===== src/rtl/button_repeat_ctrl.sv =====
// Push-button front end: synchronizes, arbitrates and emits press / auto-repeat pulses.
// Optional DEBOUNCE_EN macro inserts a per-bit stability filter after the synchronizer.
module button_repeat_ctrl #(
   parameter int N         = 11,
   parameter int NB        = 5,
   parameter int DB_CYCLES = 16
) (
   input  logic          clk,
   input  logic          reset,
   input  logic [NB-1:0] btn_in,
   output logic [NB-1:0] btn_pulse,
   output logic [NB-1:0] btn_held,
   output logic          repeating
);

   localparam int SEL_W = (NB > 1) ? $clog2(NB) : 1;
   localparam int CNT_W = N - 1;
   localparam logic [CNT_W-1:0] HOLD_LAST = CNT_W'((2 ** (N - 1)) - 1);
   localparam logic [CNT_W-1:0] REP_LAST  = CNT_W'((2 ** (N - 2)) - 1);
   localparam logic [CNT_W-1:0] CNT_ONE   = CNT_W'(1);

   if (N < 3 || NB < 1 || DB_CYCLES < 1) begin : g_bad_params
      $error("button_repeat_ctrl: illegal parameters (need N >= 3, NB >= 1, DB_CYCLES >= 1)");
   end

   typedef enum logic [1:0] {
      ST_IDLE   = 2'd0,
      ST_HOLD   = 2'd1,
      ST_REPEAT = 2'd2
   } state_t;

   function automatic logic [SEL_W-1:0] lowest_idx(input logic [NB-1:0] v);
      logic [SEL_W-1:0] r;
      r = '0;
      for (int i = NB - 1; i >= 0; i--) begin
         if (v[i]) r = SEL_W'(i);
      end
      return r;
   endfunction

   function automatic logic [NB-1:0] onehot(input logic [SEL_W-1:0] idx);
      logic [NB-1:0] r;
      r = '0;
      r[idx] = 1'b1;
      return r;
   endfunction

   // Stage p0/p1: two-flop synchronizer on the asynchronous button levels
   logic [NB-1:0] sync_p0;
   logic [NB-1:0] sync_p1;
   logic [NB-1:0] s;

   always_ff @(posedge clk or posedge reset) begin
      if (reset) begin
         sync_p0 <= '0;
         sync_p1 <= '0;
      end else begin
         sync_p0 <= btn_in;
         sync_p1 <= sync_p0;
      end
   end

`ifdef DEBOUNCE_EN
   // Stage p2: a bit follows the synchronizer only after DB_CYCLES stable cycles
   localparam int DB_W = $clog2(DB_CYCLES) + 1;
   localparam logic [DB_W-1:0] DB_LAST = DB_W'(DB_CYCLES - 1);
   localparam logic [DB_W-1:0] DB_ONE  = DB_W'(1);

   logic [NB-1:0] filt_p2;

   for (genvar g = 0; g < NB; g++) begin : g_db
      logic [DB_W-1:0] db_cnt;

      always_ff @(posedge clk or posedge reset) begin
         if (reset) begin
            filt_p2[g] <= 1'b0;
            db_cnt     <= '0;
         end else if (sync_p1[g] != filt_p2[g]) begin
            if (db_cnt == DB_LAST) begin
               filt_p2[g] <= sync_p1[g];
               db_cnt     <= '0;
            end else begin
               db_cnt <= db_cnt + DB_ONE;
            end
         end else begin
            db_cnt <= '0;
         end
      end
   end

   assign s = filt_p2;
`else
   assign s = sync_p1;
`endif

   // Control: grant/hold/repeat sequencer with registered outputs
   state_t           state;
   state_t           state_n;
   logic [CNT_W-1:0] cnt;
   logic [CNT_W-1:0] cnt_n;
   logic [SEL_W-1:0] sel;
   logic [SEL_W-1:0] sel_n;
   logic [NB-1:0]    pulse_n;
   logic [NB-1:0]    held_n;
   logic             rep_n;

   always_ff @(posedge clk or posedge reset) begin
      if (reset) begin
         state     <= ST_IDLE;
         cnt       <= '0;
         sel       <= '0;
         btn_pulse <= '0;
         btn_held  <= '0;
         repeating <= 1'b0;
      end else begin
         state     <= state_n;
         cnt       <= cnt_n;
         sel       <= sel_n;
         btn_pulse <= pulse_n;
         btn_held  <= held_n;
         repeating <= rep_n;
      end
   end

   always_comb begin
      state_n = state;
      cnt_n   = cnt;
      sel_n   = sel;
      pulse_n = '0;
      case (state)
         ST_IDLE: begin
            if (|s) begin
               sel_n   = lowest_idx(s);
               pulse_n = onehot(sel_n);
               cnt_n   = '0;
               state_n = ST_HOLD;
            end
         end
         ST_HOLD: begin
            // A release seen on the terminal count wins over the pulse
            if (!s[sel]) begin
               cnt_n   = '0;
               state_n = ST_IDLE;
            end else if (cnt == HOLD_LAST) begin
               pulse_n = onehot(sel);
               cnt_n   = '0;
               state_n = ST_REPEAT;
            end else begin
               cnt_n = cnt + CNT_ONE;
            end
         end
         ST_REPEAT: begin
            if (!s[sel]) begin
               cnt_n   = '0;
               state_n = ST_IDLE;
            end else if (cnt == REP_LAST) begin
               pulse_n = onehot(sel);
               cnt_n   = '0;
            end else begin
               cnt_n = cnt + CNT_ONE;
            end
         end
         default: begin
            cnt_n   = '0;
            state_n = ST_IDLE;
         end
      endcase
      held_n = (state_n != ST_IDLE) ? onehot(sel_n) : '0;
      rep_n  = (state_n == ST_REPEAT);
   end

endmodule


===== config.mk =====
export PLATFORM = sky130hd
export DESIGN_NAME = button_repeat_ctrl
export DESIGN_NICKNAME = d
export VERILOG_FILES = /design/src/rtl/button_repeat_ctrl.sv
export SDC_FILE = /design/constraint.sdc
export NUM_CORES = 1
export LEC_CHECK = 0
export ABC_CLOCK_PERIOD_IN_PS = 3500
export BUFFER_PORTS_ARGS = -buffer_cell sky130_fd_sc_hd__buf_4
export CAP_MARGIN = 30
export CORE_UTILIZATION = 46
export CTS_CLUSTER_SIZE = 40
export DETAILED_ROUTE_END_ITERATION = 10
export HOLD_SLACK_MARGIN = 0.15
export PLACE_DENSITY = 0.66
export REMOVE_ABC_BUFFERS = 1
export SLEW_MARGIN = 15
export SYNTH_ARGS = -nofsm -noshare
export SYNTH_HDL_FRONTEND = slang
export SYNTH_SLANG_ARGS = --single-unit

===== constraint.sdc =====
create_clock -name clk -period 3.5 [get_ports clk]
set_input_delay 0.7 -clock clk [delete_from_list [all_inputs] [get_ports clk]]
set_output_delay 0.7 -clock clk [all_outputs]
set_load 0.01 [all_outputs]

# After elaboration in Yosys (flattened, before gate mapping)

Index checks and enable logic that the tools add are counted.

Register bits after elaboration: 36
Bits of input ports: 7
Output and inout bits: 11
Logic and storage cells: 62

$add $sub $neg: 1
Order comparisons: 6
Equal/unequal tests: 6
Mux-type cells: 35
Reductions and logical operators: 6

Operators with widths:

| kind                    | count |
|---|---|
| $mux W10                | 5 |
| $mux W5                 | 6 |
| $pmux W10 S3            | 1 |
| $mux W3                 | 9 |
| $pmux W5 S3             | 1 |
| $lt A3 B4 Y1 const B    | 3 |
| $add A10 B1 Y10 const B | 1 |
| $eq A10 B10 Y1 const B  | 1 |
| $eq A10 B9 Y1 const B   | 1 |
| $demux W1 S3            | 3 |
| $ge A3 B1 Y1 const B    | 3 |
| $mux W2                 | 4 |
| $pmux W2 S3             | 1 |
| $reduce_or A5 Y1        | 1 |
| $eq A2 B2 Y1 const B    | 2 |
| $mux W1                 | 4 |
| $bmux W1 S3             | 1 |
| $logic_and A1 B1 Y1     | 3 |
| $eq A2 B1 Y1 const B    | 1 |
| $logic_not A2 Y1        | 1 |
| $ne A2 B2 Y1 const B    | 1 |
| $reduce_bool A2 Y1      | 1 |

# Logic depth before layout (Yosys ltp)

Gate-level depths: netlist (run 1).

Depth in word-level cells: 14
Depth in mapped cells: 9
Mapped depth without buffers: 8

# Least setup slack after synthesis (run 1)

OpenSTA, ideal clock, no wires.

Path kind: reg-to-reg
Start point: reg state[1]
End point: reg btn_held[0]
Setup time: 137 ps
Arrival: 1689 ps
Data required time: 3363 ps
Path slack: 1674 ps
Cell stages (with the launch flop): 10
Buffers on the path: 1
Period minus slack after synthesis: 1826 ps
Cell sequence: dfrtp_1 inv_1 ha_1 or2_2 buf_2 o21ai_0 nand2_1 a21oi_1 o22a_2 nor3_1

Cells in the longest elaborated chain, start to end: 7

RTL lines:

| element                                                            | line | RTL |
|---|---|---|
| start: declaration                                                 | 97   | `state_t state;` |
| start signal: assignment                                           | 116  | `state <= state_n;` |
| $logic_not A2 Y1                                                   | 130  | `case (state)` |
| $mux W3                                                            | 130  |  |
| $lt A3 B4 Y1 (not written as such) or $ge A3 B1 Y1 (tied branches) | 44   | `r[idx] = 1'b1;` |
| $logic_and A1 B1 Y1 (not written as such)                          | 44   |  |
| $mux W1 (not written as such)                                      | 44   |  |
| $demux W1 S3                                                       | 44   |  |
| $mux W5 (*)                                                        | 168  | `held_n = (state_n != ST_IDLE) ? onehot(sel_n) : '0;` |
| net held_n[0]                                                      | 104  | `logic [NB-1:0] held_n;` |
| end signal: assignment                                             | 120  | `btn_held <= held_n;` |
| end: declaration                                                   | 12   | `output logic [NB-1:0] btn_held,` |

The timed path passes the listed nets; every way through them passes the cells marked *.
A chain may end at the register's enable or synchronous reset.

# Final worst setup path (run 1)

Start point: reg state[1]
End point: reg cnt[6]

Cells in the longest elaborated chain, start to end: 2

RTL lines:

| element                                      | line | RTL |
|---|---|---|
| $eq A2 B2 Y1 (tied with other cells)         | 130  |  |
| $pmux W10 S3 or $ne A2 B2 Y1 (tied branches) | -    |  |
| end signal: assignment                       | 117  | `cnt <= cnt_n;` |
| end: declaration                             | 99   | `logic [CNT_W-1:0] cnt;` |

Parallel ways exist; a longest one is shown, timed or not.

==> results of run 1 <==
==> cell families (layout without fill, tap and decap cells) <==
family	Yosys count	in the layout	share of synthesized area, %
DFF	36	36	51.6
AOI/OAI and AO/OA	37	37	14.1
muxes	5	5	3.08
adders and majority gates	5	5	3.59
and+or+nand+nor	70	70	23.4
buffers and inverters	14	34	4.16
==> area by class of cell <==
type / count / area [um2]
Tap cell: 48 / 60.1
Clock buffer: 5 / 68.8
Multi-Input combinational cell: 117 / 771
Timing Repair Buffer: 18 / 135
Sequential cell: 36 / 901
Fill cell: 309 / 1650
Clock inverter: 3 / 46.3
Inverter: 8 / 30.0
==> power groups by stage <==
stage	logic, mW	registers, mW	clock network [mW]
2_1_floorplan	0.264	0.535	0
5_1_grt	0.432	0.534	0.396
3_5_place_dp	0.385	0.531	0
4_1_cts	0.386	0.524	0.383
6_report	0.388	0.525	0.371
3_3_place_gp	0.378	0.530	0
==> sequential cells by signal, indices dropped and copies added (netlist names) <==
register / flops
btn_held: 5
cnt: 10
sel: 3
sync_p0: 5
btn_pulse: 5
repeating: 1
s: 5
state: 2
==> through the flow <==
stage	hold WS, ns	cells
after floorplan	0.331	161
after global placement	0.338	227
after detailed placement	0.336	227
after CTS	0.354	235
after global routing	0.362	235
final	0.347	235
==> worst paths after layout <==
path,cells after the start,endpoint,slack [ns]
setup / recovery,7,cnt[6],1.31
hold / removal,0,s[3],0.35
setup reg to reg,7,cnt[6],1.31
hold reg to reg,0,s[3],0.35
max in group asynchronous,3,state[0],2.69
min in group asynchronous,3,cnt[2],0.50
==> routing by layer <==
layer	up-vias	part of all wire [%]
met5	-	0
met4	0	1.8
met3	6	4.6
met2	37	47
met1	608	47
li1	626	-
==> placed cells by master, fill, tap and decap left out, drive strengths merged, types with 2 or more instances in the layout <==
master	instances
dfrtp	36
nand2	19
buf	18
nor2	14
a21oi	12
o21ai	9
inv	9
nor3	7
a21o	5
ha	5
clkbuf	5
nand4	5
nor3b	4
nand3	4
mux2	3
a22oi	3
nor4	3
or3	3
o41ai	2
or2	2
nand2b	2
and2	2
mux2i	2
==> critical path: stages (launching register included) <==
cell and delay [ns]:
dfrtp_1 0.43, inv_1 0.13, ha_1 0.36, inv_1 0.15, nor3_4 0.58, or3_1 0.21, a21oi_1 0.07, a21o_1 0.15
==> qor.csv, run 1 <==
metric;value;unit
result of the run;completed;
met2 routing resource usage after global routing;29.3;%
final hold viol count;0;
crit path launch type;register;
# DRC;0;
placed inst area;1900;um2
effective utilization at floorplan;47.6;%
post-synthesis cell area;1740;um2
worst slew margin relative to its limit;57.8;%
Post-DP HPWL;2230;um
Net Switching;0.440;mW
largest net degree at the start of global routing;37;
relative contribution of sequential cells to total power;40.9;%
Area Growth Syn to Fin;15.4;%
library cell with the largest summed area after synthesis;dfrtp_1;
Die ar.;4040;um2
clock slew at the register clock pins of the worst setup and hold paths;0.08;ns
chip height;63.6;um
arrival time at the worst endpoint;2.38;ns
routed len/inst;13.4;um
number of antenna violations at the first check in global routing;0;
top-level I/O count;18;
highest fanout seen on the critical path;17;
post-route cell area;2010;um2
final critical-path required period;2.19;ns
top flip-flop cell by instance count after synthesis;dfrtp_1;
number of synthesized flops with an enable pin;0;
max-cap viol count;0;
detailed-router iteration count before antenna repair;4;
worst setup slack after placement;1.35;ns
start-to-end type of the worst setup path;register to register;
register area share after synthesis;51.6;%
async set-reset flop share out of synthesis;100;%
kind of capture point of the worst setup path;register;
number of DRC markers in iteration 0;56;
switching part of the total;34.3;%
largest cells by area after synthesis;dfrtp_1 (52%), nand2_1 (3.9%), ha_1 (3.6%), a21oi_1 (3.2%), nor2_1 (2.8%);
Syn. warnings;0;
TritonCTS clock tree;done;
core region area;3660;um2
gr ovfl total;0;
fraction of layout cells with a size suffix above 1;22.5;%
Clock Tree Buf Depth;2;
Tot GR Track Use;18.2;%
GR met1 Demand/Resource;22.7;%
average via count per standard cell;5.43;
global-route wire length before repair;5610;um
slew at the pin closest to its max-slew limit;0.631;ns
final WL;3160;um
count of vias placed by the detailed router;1277;
Reg-to-Reg Start;state[1];
final weighted congestion in routability-driven placement;0.908;
Unique masters post-synth;44;
final critical-path setup slack;1.31;ns
Max rail drop VDD;0.335;mV
cts-stage hold buffer count;0;
cell internal power dissipation;0.843;mW
vias in the first global route;1234;
post-CTS resize count;0;
post-synthesis cell count;167;
DIE WIDTH;63.6;um
clock latency at the later pin of the worst-skew pair;0.29;ns
share of total power in the clock network;28.9;%
Fmax achieved;457;MHz
total inserted antenna cells;0;
top-area cell type share of the netlist area;51.6;%
Setup Viol. Count Final;0;
final antenna-violating net count;0;
met3 track utilization from global routing;4.89;%
# Post-CTS Setup Buffers;0;
row cnt;22;
Max Slew Vio Count;0;
most frequent cell after synthesis;dfrtp_1;
part of the cycle the worst path needs;62.6;%
#FFs+latches synth;36;
RSZ-0062 raised after global routing;false;
final standard cell utilization of the core;55.0;%
Post-Route Setup TNS;0;ns
most utilized layer in the global route result;met2;
required time of the critical path;3.69;ns
number of buffers created by CTS;5;
IO Port Bufs;17;
H-tree depth reported by CTS;2;
power after layout;1.28;mW
path category of the worst min-delay check;register to register;
origin of the worst min-delay path;sync_p0[3];
Pwr per Cell Area;638;nW/um2
# clock sinks;36;
combinational cell fraction of total power;30.2;%
CTS root buf;clkbuf_8;
leakage power summed over all cells;0.942;nW
most numerous cell types in the synthesized netlist;dfrtp_1 (36), nand2_1 (18), nor2_1 (13);
clock skew;0.00486;ns
startpoint of the most critical setup path;state[1];
Final nets;198;
average cell area after synthesis;10.4;um2
No activity file was read; power rests on OpenSTA's default activity.
==> run 2, diff against run 1 <==
Settings changed: ABC_AREA set to 1, ABC_CLOCK_PERIOD_IN_PS 3500 to 1800, PLACE_DENSITY 0.66 to 0.68.
Clock period 3.5 ns to 1.8 ns, I/O delays scaled along.
==> run 2 against run 1 <==
- flip-flop and latch count is the same
- sequential power rose by 85%
- critical path depth shrank 1
- routed wire length up 9.2%
- first-iteration DRC count grew 100%
- clock skew rose by 0.0029 ns
- synthesized area rose by 6.8%
- die area is 6.6% higher
- via count grew 12%
- total power up 95%
- critical path type unchanged
- critical endpoint is now btn_held[2]
- largest power group unchanged
==> qor.csv, run 2 <==
metric;value;unit;change
flip-flop and latch area;901;um2;unchanged
stage delay of the slowest cell on the critical path;0.42;ns;was 0.58 ns
crit path cell chain;inv_1, ha_1, nand4_1, a21oi_4, nand2_4, a21oi_1;;was inv_1, ha_1, inv_1, nor3_4, or3_1, a21oi_1, a21o_1
part of the cycle the worst path needs;90.2;%;was 62.6%
cell internal power dissipation;1.60;mW;was 0.843 mW
chip height;65.6;um;was 63.6 um
max-cap viol count;0;;unchanged
final hold viol count;0;;unchanged
vias in the first global route;1402;;was 1234
# clock sinks;36;;unchanged
TritonCTS clock tree;done;;unchanged
mux share of post-synthesis cell area;0.537;%;was 3.08%
Final nets;254;;was 198
Largest delay share family, worst path;flip-flops;;was simple AND/OR/NAND/NOR gates
Max Slew Vio Count;0;;unchanged
start-to-end type of the worst setup path;register to register;;unchanged
top-area cell type share of the netlist area;48.4;%;was 51.6%
crit path launch type;register;;unchanged
final weighted congestion in routability-driven placement;0.839;;was 0.908
share of total power in the clock network;29.0;%;was 28.9%
clock skew;0.00772;ns;was 0.00486 ns
most numerous cell types in the synthesized netlist;nand2_1 (44), dfrtp_1 (36), inv_1 (29);;was dfrtp_1 (36), nand2_1 (18), nor2_1 (13)
arrival time at the worst endpoint;1.84;ns;was 2.38 ns
share of the synthesized netlist area taken by xor and xnor gates;2.82;%;was 0%
routed len/inst;11.8;um;was 13.4 um
post-synthesis cell count;215;;was 167
detailed-router iteration count before antenna repair;4;;unchanged
H-tree depth reported by CTS;2;;unchanged
post-synthesis cell area;1860;um2;was 1740 um2
top flip-flop cell by instance count after synthesis;dfrtp_1;;unchanged
final antenna-violating net count;0;;unchanged
final critical-path required period;1.62;ns;was 2.19 ns
area taken by multi-input logic gates;822;um2;was 771 um2
max FFs per register;10;;unchanged
CP max stage cell;dfrtp_1;;was nor3_4
Die ar.;4310;um2;was 4040 um2
Area Growth Syn to Fin;18.4;%;was 15.4%
most common cell after layout, fill and taps aside;nand2_1;;was dfrtp_1
combinational cell fraction of total power;32.2;%;was 30.2%
Post-Route Setup TNS;0;ns;unchanged
largest net degree at the start of global routing;21;;was 37
post-synthesis adder-cell area fraction;3.36;%;was 3.59%
RSZ-0062 raised after global routing;false;;unchanged
Post-DP HPWL;2590;um;was 2230 um
effective utilization at floorplan;49.4;%;was 47.6%
main combinational cell family by area after synthesis;simple AND/OR/NAND/NOR gates;;unchanged
most frequent cell after synthesis;nand2_1;;was dfrtp_1
origin of the worst min-delay path;btn_in[4];;was sync_p0[3]
gr ovfl total;0;;unchanged
switching part of the total;36.0;%;was 34.3%
post-synthesis share of cell area spent on and, or, nand and nor gates;30.2;%;was 23.4%
Pwr per Cell Area;1140;nW/um2;was 638 nW/um2
Fmax achieved;616;MHz;was 457 MHz
Reg-to-Reg Start;state[1];;unchanged
core region area;3770;um2;was 3660 um2
async set-reset flop share out of synthesis;100;%;unchanged
clock latency at the later pin of the worst-skew pair;0.29;ns;about the same
result of the run;completed;;unchanged
path category of the worst min-delay check;input port to register;;was register to register
top-level I/O count;18;;unchanged
number of buffers and inverters on the critical path;1;;was 2
relative contribution of sequential cells to total power;38.8;%;was 40.9%
average via count per standard cell;4.92;;was 5.43
total inserted antenna cells;0;;unchanged
IO Port Bufs;17;;unchanged
number of synthesized flops with an enable pin;0;;unchanged
register area share after synthesis;48.4;%;was 51.6%
required time of the critical path;2.02;ns;was 3.69 ns
Syn. warnings;0;;unchanged
Setup Viol. Count Final;0;;unchanged
fraction of layout cells with a size suffix above 1;22.2;%;was 22.5%
row cnt;22;;unchanged
clock slew at the register clock pins of the worst setup and hold paths;0.08;ns;about the same
largest cells by area after synthesis;dfrtp_1 (48%), nand2_1 (8.9%), nand3_1 (6.7%), inv_1 (5.8%), a21oi_1 (3.8%);;was dfrtp_1 (52%), nand2_1 (3.9%), ha_1 (3.6%), a21oi_1 (3.2%), nor2_1 (2.8%)
final standard cell utilization of the core;58.5;%;was 55.0%
# DRC;0;;unchanged
# Post-CTS Setup Buffers;0;;unchanged
#FFs+latches synth;36;;unchanged
DIE WIDTH;65.6;um;was 63.6 um
Tot GR Track Use;19.3;%;was 18.2%
average cell area after synthesis;8.67;um2;was 10.4 um2
worst slew margin relative to its limit;80.5;%;was 57.8%
leakage power summed over all cells;1.12;nW;was 0.942 nW
global-route wire length before repair;6260;um;was 5610 um
filler cell count in the final layout;337;;was 309
Reg with most FFs;cnt;;unchanged
final WL;3450;um;was 3160 um
startpoint of the most critical setup path;state[1];;unchanged
Net Switching;0.903;mW;was 0.440 mW
highest-count cells in the layout ignoring fill and taps;nand2_1 (44), dfrtp_1 (36), inv_1 (29);;was dfrtp_1 (36), nand2_1 (18), buf_4 (18)
highest fanout seen on the critical path;8;;was 17
slew at the pin closest to its max-slew limit;0.290;ns;was 0.631 ns
library cell with the largest summed area after synthesis;dfrtp_1;;unchanged
kind of capture point of the worst setup path;register;;unchanged
area fraction in compound gates after synthesis;7.12;%;was 14.1%
Clock Tree Buf Depth;2;;unchanged
number of DRC markers in iteration 0;113;;was 56
Max rail drop VDD;0.683;mV;was 0.335 mV
number of buffers created by CTS;5;;unchanged
number of antenna violations at the first check in global routing;0;;unchanged
Unique masters post-synth;28;;was 44
count of vias placed by the detailed router;1431;;was 1277
CTS root buf;clkbuf_8;;unchanged
run 2: path summary, 6_finish.rpt:
check	end	slack [ns]	depth (start not counted)
setup / recovery	btn_held[2]	0.18	6
hold / removal	sync_p0[4]	0.17	1
setup reg to reg	btn_held[2]	0.18	6
hold reg to reg	s[0]	0.35	0
max in group asynchronous	btn_pulse[4]	0.92	4
min in group asynchronous	cnt[5]	0.66	4
run 2: power by group through the flow:
stage	sequential (mW)	clock, mW	combinational (mW)
floorplan	0.997	0	0.552
global placement	0.986	0	0.792
detailed placement	0.989	0	0.795
CTS	0.973	0.749	0.802
global route	0.985	0.785	0.897
finish	0.972	0.726	0.808
run 2: cell type report:
type                       count  area share, %
timing repair buffer          24           8.51
clock buffer                   5           3.12
tap                           48           2.72
sequential                    36           40.8
inverter                      32           5.45
clock inverter                 3           2.10
multi-input combinational    143           37.3
run 2: cell families (layout without fill, tap and decap cells):
family | Yosys count | after routing
muxes | 1 | 1
adders and majority gates | 5 | 5
and+or+nand+nor | 109 | 109
AOI/OAI and AO/OA | 22 | 22
DFF | 36 | 36
xor gates and xnor gates | 6 | 6
buffers and inverters | 36 | 64
run 2: per-stage QoR:
stage / setup WS, ns / std cells / instance area (um2) / hold slack (ns) / power, mW
global placement: 0.175 / 280 / 2060 / 0.332 / 1.78
floorplan: 0.214 / 211 / 1840 / 0.331 / 1.55
finish: 0.177 / 291 / 2210 / 0.168 / 2.51
CTS: 0.130 / 289 / 2180 / 0.156 / 2.52
detailed placement: 0.161 / 280 / 2060 / 0.335 / 1.78
global route: 0.00640 / 291 / 2210 / 0.150 / 2.67
run 2: repair_timing:
action | 4_1_cts | 5_1_grt
endpoints found under the setup margin | 0 | 5
hold buffers | 1 | 2
resized for setup | 0 | 1
hold endpoints to repair | 36 | 2
run 2: metal layers:
metal / part of all wire (%) / track usage (%) / vias up
met5: 0 / 0 / -
met2: 44 / 28.4 / 34
li1: - / - / 735
met1: 51 / 26.9 / 656
met3: 3.4 / 4.34 / 6
met4: 1.7 / 8.70 / 0
